[src/rtl/key_debounce_array.sv]
// N-channel push-button debouncer: per key a 2-flop synchroniser and a four-state
// settle FSM producing a debounced level plus registered press, release and long-press pulses.
module key_debounce_array #(
    parameter int N_KEYS       = 4,
    parameter bit ACTIVE_LOW   = 1'b1,
    parameter int DEBOUNCE_CYC = 30,
    parameter int LONG_CYC     = 1000,
    parameter int CNT_W        = 16
) (
    input  logic              clk,
    input  logic              rst,
    input  logic [N_KEYS-1:0] key_in,
    output logic [N_KEYS-1:0] key_pressed,
    output logic [N_KEYS-1:0] press_pulse,
    output logic [N_KEYS-1:0] release_pulse,
    output logic [N_KEYS-1:0] long_pulse
);

    typedef enum logic [1:0] {
        IDLE    = 2'd0,
        WAIT_P  = 2'd1,
        PRESSED = 2'd2,
        WAIT_R  = 2'd3
    } state_t;

    localparam logic [CNT_W-1:0] DB_LAST   = CNT_W'(DEBOUNCE_CYC - 1);
    localparam logic [CNT_W-1:0] LONG_LAST = CNT_W'((LONG_CYC == 0) ? 0 : LONG_CYC - 1);
    localparam logic             RELEASED  = ACTIVE_LOW;
    localparam bit               LONG_EN   = (LONG_CYC != 0);

    for (genvar g = 0; g < N_KEYS; g++) begin : g_key
        logic             sync1, sync2;
        logic             act;
        state_t           state;
        logic [CNT_W-1:0] cnt, lcnt;
        logic             long_done;
        logic             level, pp, rp, lp;

        assign act = sync2 ^ ACTIVE_LOW;

        always_ff @(posedge clk) begin
            if (rst) begin
                sync1     <= RELEASED;
                sync2     <= RELEASED;
                state     <= IDLE;
                cnt       <= '0;
                lcnt      <= '0;
                long_done <= 1'b0;
                level     <= 1'b0;
                pp        <= 1'b0;
                rp        <= 1'b0;
                lp        <= 1'b0;
            end else begin
                sync1 <= key_in[g];
                sync2 <= sync1;
                // Pulses are single-cycle: cleared every cycle unless a transition below sets them.
                pp    <= 1'b0;
                rp    <= 1'b0;
                lp    <= 1'b0;
                case (state)
                    IDLE: begin
                        if (act) begin
                            state <= WAIT_P;
                            cnt   <= '0;
                        end
                    end
                    WAIT_P: begin
                        if (!act) begin
                            state <= IDLE;
                        end else if (cnt == DB_LAST) begin
                            state     <= PRESSED;
                            level     <= 1'b1;
                            pp        <= 1'b1;
                            cnt       <= '0;
                            lcnt      <= '0;
                            long_done <= 1'b0;
                        end else begin
                            cnt <= cnt + 1'b1;
                        end
                    end
                    PRESSED: begin
                        if (!act) begin
                            state <= WAIT_R;
                            cnt   <= '0;
                        end else if (LONG_EN && !long_done) begin
                            if (lcnt == LONG_LAST) begin
                                lp        <= 1'b1;
                                long_done <= 1'b1;
                            end else begin
                                lcnt <= lcnt + 1'b1;
                            end
                        end
                    end
                    WAIT_R: begin
                        // A release bounce returns to PRESSED keeping lcnt/long_done intact.
                        if (act) begin
                            state <= PRESSED;
                            cnt   <= '0;
                        end else if (cnt == DB_LAST) begin
                            state <= IDLE;
                            level <= 1'b0;
                            rp    <= 1'b1;
                        end else begin
                            cnt <= cnt + 1'b1;
                        end
                    end
                    // NOTE: explicit default recovers from any illegal encoding instead of relying on the enum.
                    default: begin
                        state <= IDLE;
                        level <= 1'b0;
                    end
                endcase
            end
        end

        assign key_pressed[g]   = level;
        assign press_pulse[g]   = pp;
        assign release_pulse[g] = rp;
        assign long_pulse[g]    = lp;
    end

endmodule

[config.mk]
export PLATFORM = sky130hd
export DESIGN_NAME = key_debounce_array
export DESIGN_NICKNAME = d
export VERILOG_FILES = /design/src/rtl/key_debounce_array.sv
export SDC_FILE = /design/constraint.sdc
export NUM_CORES = 1
export LEC_CHECK = 0
export ABC_AREA = 1
export CORE_MARGIN = 3
export CORE_UTILIZATION = 35
export CTS_CLUSTER_SIZE = 28
export DETAILED_ROUTE_END_ITERATION = 12
export GPL_TIMING_DRIVEN = 0
export HOLD_SLACK_MARGIN = 0.05
export PLACE_DENSITY_LB_ADDON = 0.12
export SYNTH_ARGS = -nofsm -noshare
export SYNTH_HDL_FRONTEND = slang
export SYNTH_SLANG_ARGS = --single-unit
[constraint.sdc]
create_clock -name clk -period 1.6 [get_ports clk]
set_input_delay 0.32 -clock clk [delete_from_list [all_inputs] [get_ports clk]]
set_output_delay 0.32 -clock clk [all_outputs]
set_load 0.05 [all_outputs]
Word level (Yosys, flattened, before mapping)

Cells that the tools add are included.

Input port bits: 6
Output and inout port bits: 16
Register bits: 164
Logic and storage cells: 300

Equal/unequal tests: 68
Bitwise operators: 16
Muxes and demuxes: 124
Add/subtract/negate cells: 8
Reduce and logical (&&, ||, !) cells: 44

Operators with widths:

| kind                                                              | number |
|---|---|
| 16-bit two-way mux                                                | 44 |
| 16-bit one-hot mux with 4 select lines                            | 4 |
| 16-bit by 1-bit adder with 16-bit output, second input constant   | 8 |
| 16-bit one-hot mux with 2 select lines                            | 4 |
| 2-bit inequality test, second input constant                      | 36 |
| 16-bit by 10-bit == test with 1-bit output, second input constant | 4 |
| 16-bit by 5-bit == test with 1-bit output, second input constant  | 4 |
| 2-bit two-way mux                                                 | 24 |
| 4-bit AND reduction                                               | 12 |
| 1-bit two-way mux                                                 | 36 |
| 3-bit inequality test, second input constant                      | 12 |
| 2-bit one-hot mux with 4 select lines                             | 4 |
| 6-bit AND reduction                                               | 4 |
| 3-bit OR reduction                                                | 8 |
| 5-bit AND reduction                                               | 4 |
| 2-bit == test, second input constant                              | 8 |
| 1-bit NOT                                                         | 16 |
| 1-bit one-hot mux with 2 select lines                             | 8 |
| 2-bit nonzero test                                                | 8 |
| 4-bit OR reduction                                                | 4 |
| 2-bit by 1-bit == test with 1-bit output, second input constant   | 4 |
| 2-bit logical NOT                                                 | 4 |

Longest topological paths before layout

Depth after elaboration: 5
Gate-level depth with buffers: 12
Gate-level depth less buffers: 12

Worst setup path after synthesis

OpenSTA, ideal clock, no wires.

Path kind: register to register
Start point: reg g_key[0].cnt[0]
End point: reg g_key[0].cnt[1]
Path slack: -0.047 ns
Library setup time: 0.117 ns
Required time: 1.483 ns
Clock period less this slack: 1.647 ns
Cell stages (with the launch flop): 10
Arrival time: 1.530 ns
Path buffers: 1
Cell sequence: dfxtp_1 ha_1 nand3_1 nor2_1 nand3_2 nand2_2 inv_1 buf_2 o21ai_0 nor2_1

Longest elaborated chain between the ends: 4
Elaborated cells on any way between the ends: 9
Those cells by class: add/sub: 1; eq/ne: 2; mux: 5; reduce/logical: 1

Ends and longest elaborated chain:

| what                                                                                                         | line   | text |
|---|---|---|
| start: declaration                                                                                           | 35     | `logic [CNT_W-1:0] cnt, lcnt;` |
| start signal: assignment                                                                                     | 78     | `cnt <= cnt + 1'b1;` |
| start signal: assignment                                                                                     | 104    | `cnt <= cnt + 1'b1;` |
| 16-bit by 1-bit adder with 16-bit output / 16-bit by 5-bit == test with 1-bit output (equally long branches) | n/a    |  |
| 16-bit two-way mux, on equally long branches                                                                 | 99, 70 |  |
| 16-bit two-way mux, on equally long branches                                                                 | 96, 68 |  |
| 16-bit one-hot mux with 4 select lines                                                                       | 60     | `case (state)` |

Parallel ways exist; a longest one is shown, timed or not. The select of a mux whose other input is x is not followed.
A chain may end at the register's enable or synchronous reset.

Final worst setup path

Start point: reg g_key[1].cnt[1]
End point: reg g_key[1].cnt[10]

Longest elaborated chain between the ends: 4
Elaborated cells on any way between the ends: 9
Those cells by class: add/sub: 1; eq/ne: 2; mux: 5; reduce/logical: 1

Ends and longest elaborated chain:

| what                                                                                                         | line |
|---|---|
| start: declaration                                                                                           | 35 |
| start signal: assignment                                                                                     | 78 |
| start signal: assignment                                                                                     | 104 |
| 16-bit by 1-bit adder with 16-bit output / 16-bit by 5-bit == test with 1-bit output (equally long branches) | n/a |
| 16-bit two-way mux, on equally long branches                                                                 | 99, 70 |
| 16-bit two-way mux, on equally long branches                                                                 | 96, 68 |
| 16-bit one-hot mux with 4 select lines                                                                       | 60 |

Parallel ways exist; a longest one is shown, timed or not. The select of a mux whose other input is x is not followed.

==> results.json <==
{
  "status": "finished with violations",
  "violations": "negative setup slack",
  "critPathMaxFanout": 7,
  "cp-end-kind": "flop",
  "synth_edf_count": 0,
  "ys_ff_latch": 164,
  "hold_viol": 0,
  "die_x_microns": 171.1,
  "cp_slowest_cell": "dfxtp_2",
  "post-place-ws_ns": -0.8475,
  "fmax_mhz": 592.3,
  "power_density_mw_per_mm2": 704.1,
  "antenna_cells": 0,
  "track_usage_pct": 18.61,
  "cts_num_sinks": 164,
  "cts_buffers": 17,
  "rsz0062_at_grt": "true",
  "seqCellArea_sq_mm": 0.003386,
  "antenna_found_initial": 1,
  "postCtsHoldBufs": 0,
  "post_drt_wl_per_cell_microns": 13.86,
  "critPathTopFamily": "simple AND/OR/NAND/NOR gates",
  "path_clk_slew_ns": 0.06,
  "fin_nets": 1688,
  "path_class": "flop to flop",
  "dieArea_sq_mm": 0.02927,
  "die_height_microns": 171.1,
  "critPathMaxStageDelay_ns": 0.32,
  "path_common_cell": "nand2_1",
  "final_common_cell": "nand2_1",
  "insertion_delay_ns": 0.43,
  "hold_path.class": "flop to flop",
  "drv_slew": 0,
  "drc_errors": 0,
  "fillers": 2664,
  "crit_chain": "inv_2, ha_4, nand3_4, nor2_4, buf_6, nand3_4, nand2_8, clkinvlp_4, nand2_1, nand2_1, nand2_1, a21oi_2",
  "ios": 22,
  "finClkSkew_ns": 0.01285,
  "post-dp-hpwl_microns": 18280,
  "postSynthAreaPerCell_sq_um": 6.174,
  "drtIter0Drc": 502,
  "grt_max_degree": 17,
  "grt_pass1_wl_microns": 44640,
  "synthesis.area_sq_mm": 0.009539,
  "core_sq_mm": 0.02643,
  "synthToLayoutAreaGrowth_pct": 37.16,
  "synth_ff_type": "dfxtp_1",
  "drv_cap": 0,
  "viasPerCell": 4.899,
  "tightest_slew_ns": 0.8309,
  "worstPathArrival_ns": 2.00,
  "dr.pass1.iters": 6,
  "start_util_pct": 36.10,
  "yosysSeqAreaShare_pct": 34.42,
  "root_buffer": "clkbuf_16",
  "gp_congestion": 0.8762,
  "crit_required_ns": 1.91,
  "port_buffers": 20,
  "setup_viol": 61,
  "finalCriticalPeriod_ns": 1.688,
  "fin_ws_ns": -0.08826,
  "ys.warnings.count": 0,
  "slew_headroom_pct": 44.60,
  "placementRows": 59,
  "final_cell_mix": "355 x nand2_1, 229 x nor2_1, 150 x inv_1",
  "syn-num-nets": 1564,
  "ant_nets": 0,
  "cts_tree": "done",
  "drt_wl_total_microns": 27930,
  "multi_input_area_sq_mm": 0.006526,
  "syn_inst": 1545,
  "ys_types": 37,
  "cts-htree-levels": 4,
  "route.vias.total": 9872,
  "setup_tns_ns": -2.098,
  "clk_path_buf_depth": 2,
  "critPathLaunchType": "flop",
  "grt_pass1_vias": 9181,
  "crit_buf_inv": 3,
  "drive_above_1_share_pct": 28.93,
  "grt_overflow": 0,
  "ir_worst_vdd_mv": 0.4601,
  "timing.final.crit_share_pct": 105.5,
  "async_flop_share_pct": 0,
  "p_leak_nw": 4.782
}
cells by family (layout without fill, tap and decap cells):
kind of cell / after synthesis / after routing / synth area share, %
flops: 164 / 164 / 34.42
fa+ha+maj: 13 / 13 / 1.705
xor+xnor: 36 / 36 / 3.305
buf+inv: 229 / 364 / 9.955
simple gates: 942 / 942 / 41.61
compound gates: 161 / 161 / 9.011
layout make-up:
type                            count  area share [%]
Inverter                          179           5.489
Tap cell                          335           3.204
Clock buffer                       22           3.548
Sequential cell                   164           25.88
Clock inverter                      8          0.9659
Timing Repair inverter              1         0.06694
Timing Repair Buffer              106           8.052
Multi-Input combinational cell   1152           49.88
Buffer                             48           2.917
metrics by stage:
stage | std cells | hold WS (ns) | utilization [%] | cell area [sq um] | power (mW)
6_report | 2015 | 0.4080 | 49.51 | 13080 | 9.213
2_1_floorplan | 1545 | 0.3895 | - | 9545 | 4.550
3_3_place_gp | 1900 | 0.3925 | 38.46 | 10160 | 4.721
5_1_grt | 2015 | 0.4240 | 49.51 | 13080 | 9.597
3_5_place_dp | 1900 | 0.3933 | 38.46 | 10160 | 4.721
4_1_cts | 1973 | 0.4079 | 44.47 | 11750 | 9.119
repair_timing:
| action | CTS | global route |
|---|---|---|
| pin swaps | 45 | 87 |
| setup buffers | 43 | 34 |
| setup endpoints to repair | 164 | 138 |
| cloned | 3 | 9 |
| resized for setup | 254 | 285 |
flip-flops by register name, summed over array words and instances, names as in the netlist, named ones only:
name and cells:
g_key.level 4, g_key.long_done 4, g_key.lp 4, g_key.lcnt 64
g_key.pp 4, g_key.state 4, g_key.sync1 4, g_key.rp 4
g_key.sync2 4, g_key.cnt 64
worst reg2reg max path, cell delays in order, from the launching register on:
cell and delay [ns]:
dfxtp_2 0.32, inv_2 0.07, ha_4 0.14, nand3_4 0.08
nor2_4 0.16, buf_6 0.12, nand3_4 0.11, nand2_8 0.11
clkinvlp_4 0.19, nand2_1 0.12, nand2_1 0.05, nand2_1 0.07
a21oi_2 0.04
power by group:
| part | leakage [nW] | total [mW] | internal, mW | switching [mW] |
|---|---|---|---|---|
| combinational | 3.15 | 0.850 | 0.339 | 0.511 |
| clock | 0.279 | 4.21 | 2.53 | 1.69 |
| sequential | 1.35 | 4.15 | 4.10 | 0.0493 |
| total | 4.78 | 9.21 | 6.97 | 2.25 |
layer usage:
layer  global-route usage (%)  wire length, microns
met3                    2.842                   880
met5                        0                     0
met4                    4.479                   361
met2                    30.81                 13120
met1                    25.56                 13570
cells in the mapped netlist, types with 4 or more instances:
master      n  area [sq um]
nand2_1   429          1610
or2_2       9         56.30
nand2_2     4         25.02
ha_1       13         162.7
inv_1     172         645.6
clkbuf_1   19         71.32
a21oi_1   103         515.5
nand4_1    43         269.0
buf_2       9         45.04
o21ai_0    37         185.2
nor2_1    278          1044
nor3_1     35         175.2
nor4_1      7         43.79
buf_4      21         157.7
dfxtp_1   164          3283
nor2_2      8         50.05
nand3_1   116         580.6
o21bai_1    6         45.04
xnor2_1     5         43.79
nor2_4      4         45.04
xor2_1     31         271.5
inv_2       6         22.52
path summary, 6_finish.rpt:
check	from	cells after the start	slack, ns	to
min reg2reg	g_key[0].sync1	1	0.41	g_key[0].sync2
max	g_key[1].cnt[1]	12	-0.09	g_key[1].cnt[10]
max reg2reg	g_key[1].cnt[1]	12	-0.09	g_key[1].cnt[10]
min	g_key[0].sync1	1	0.41	g_key[0].sync2
Note: power is estimated with default switching activity, not from simulation.
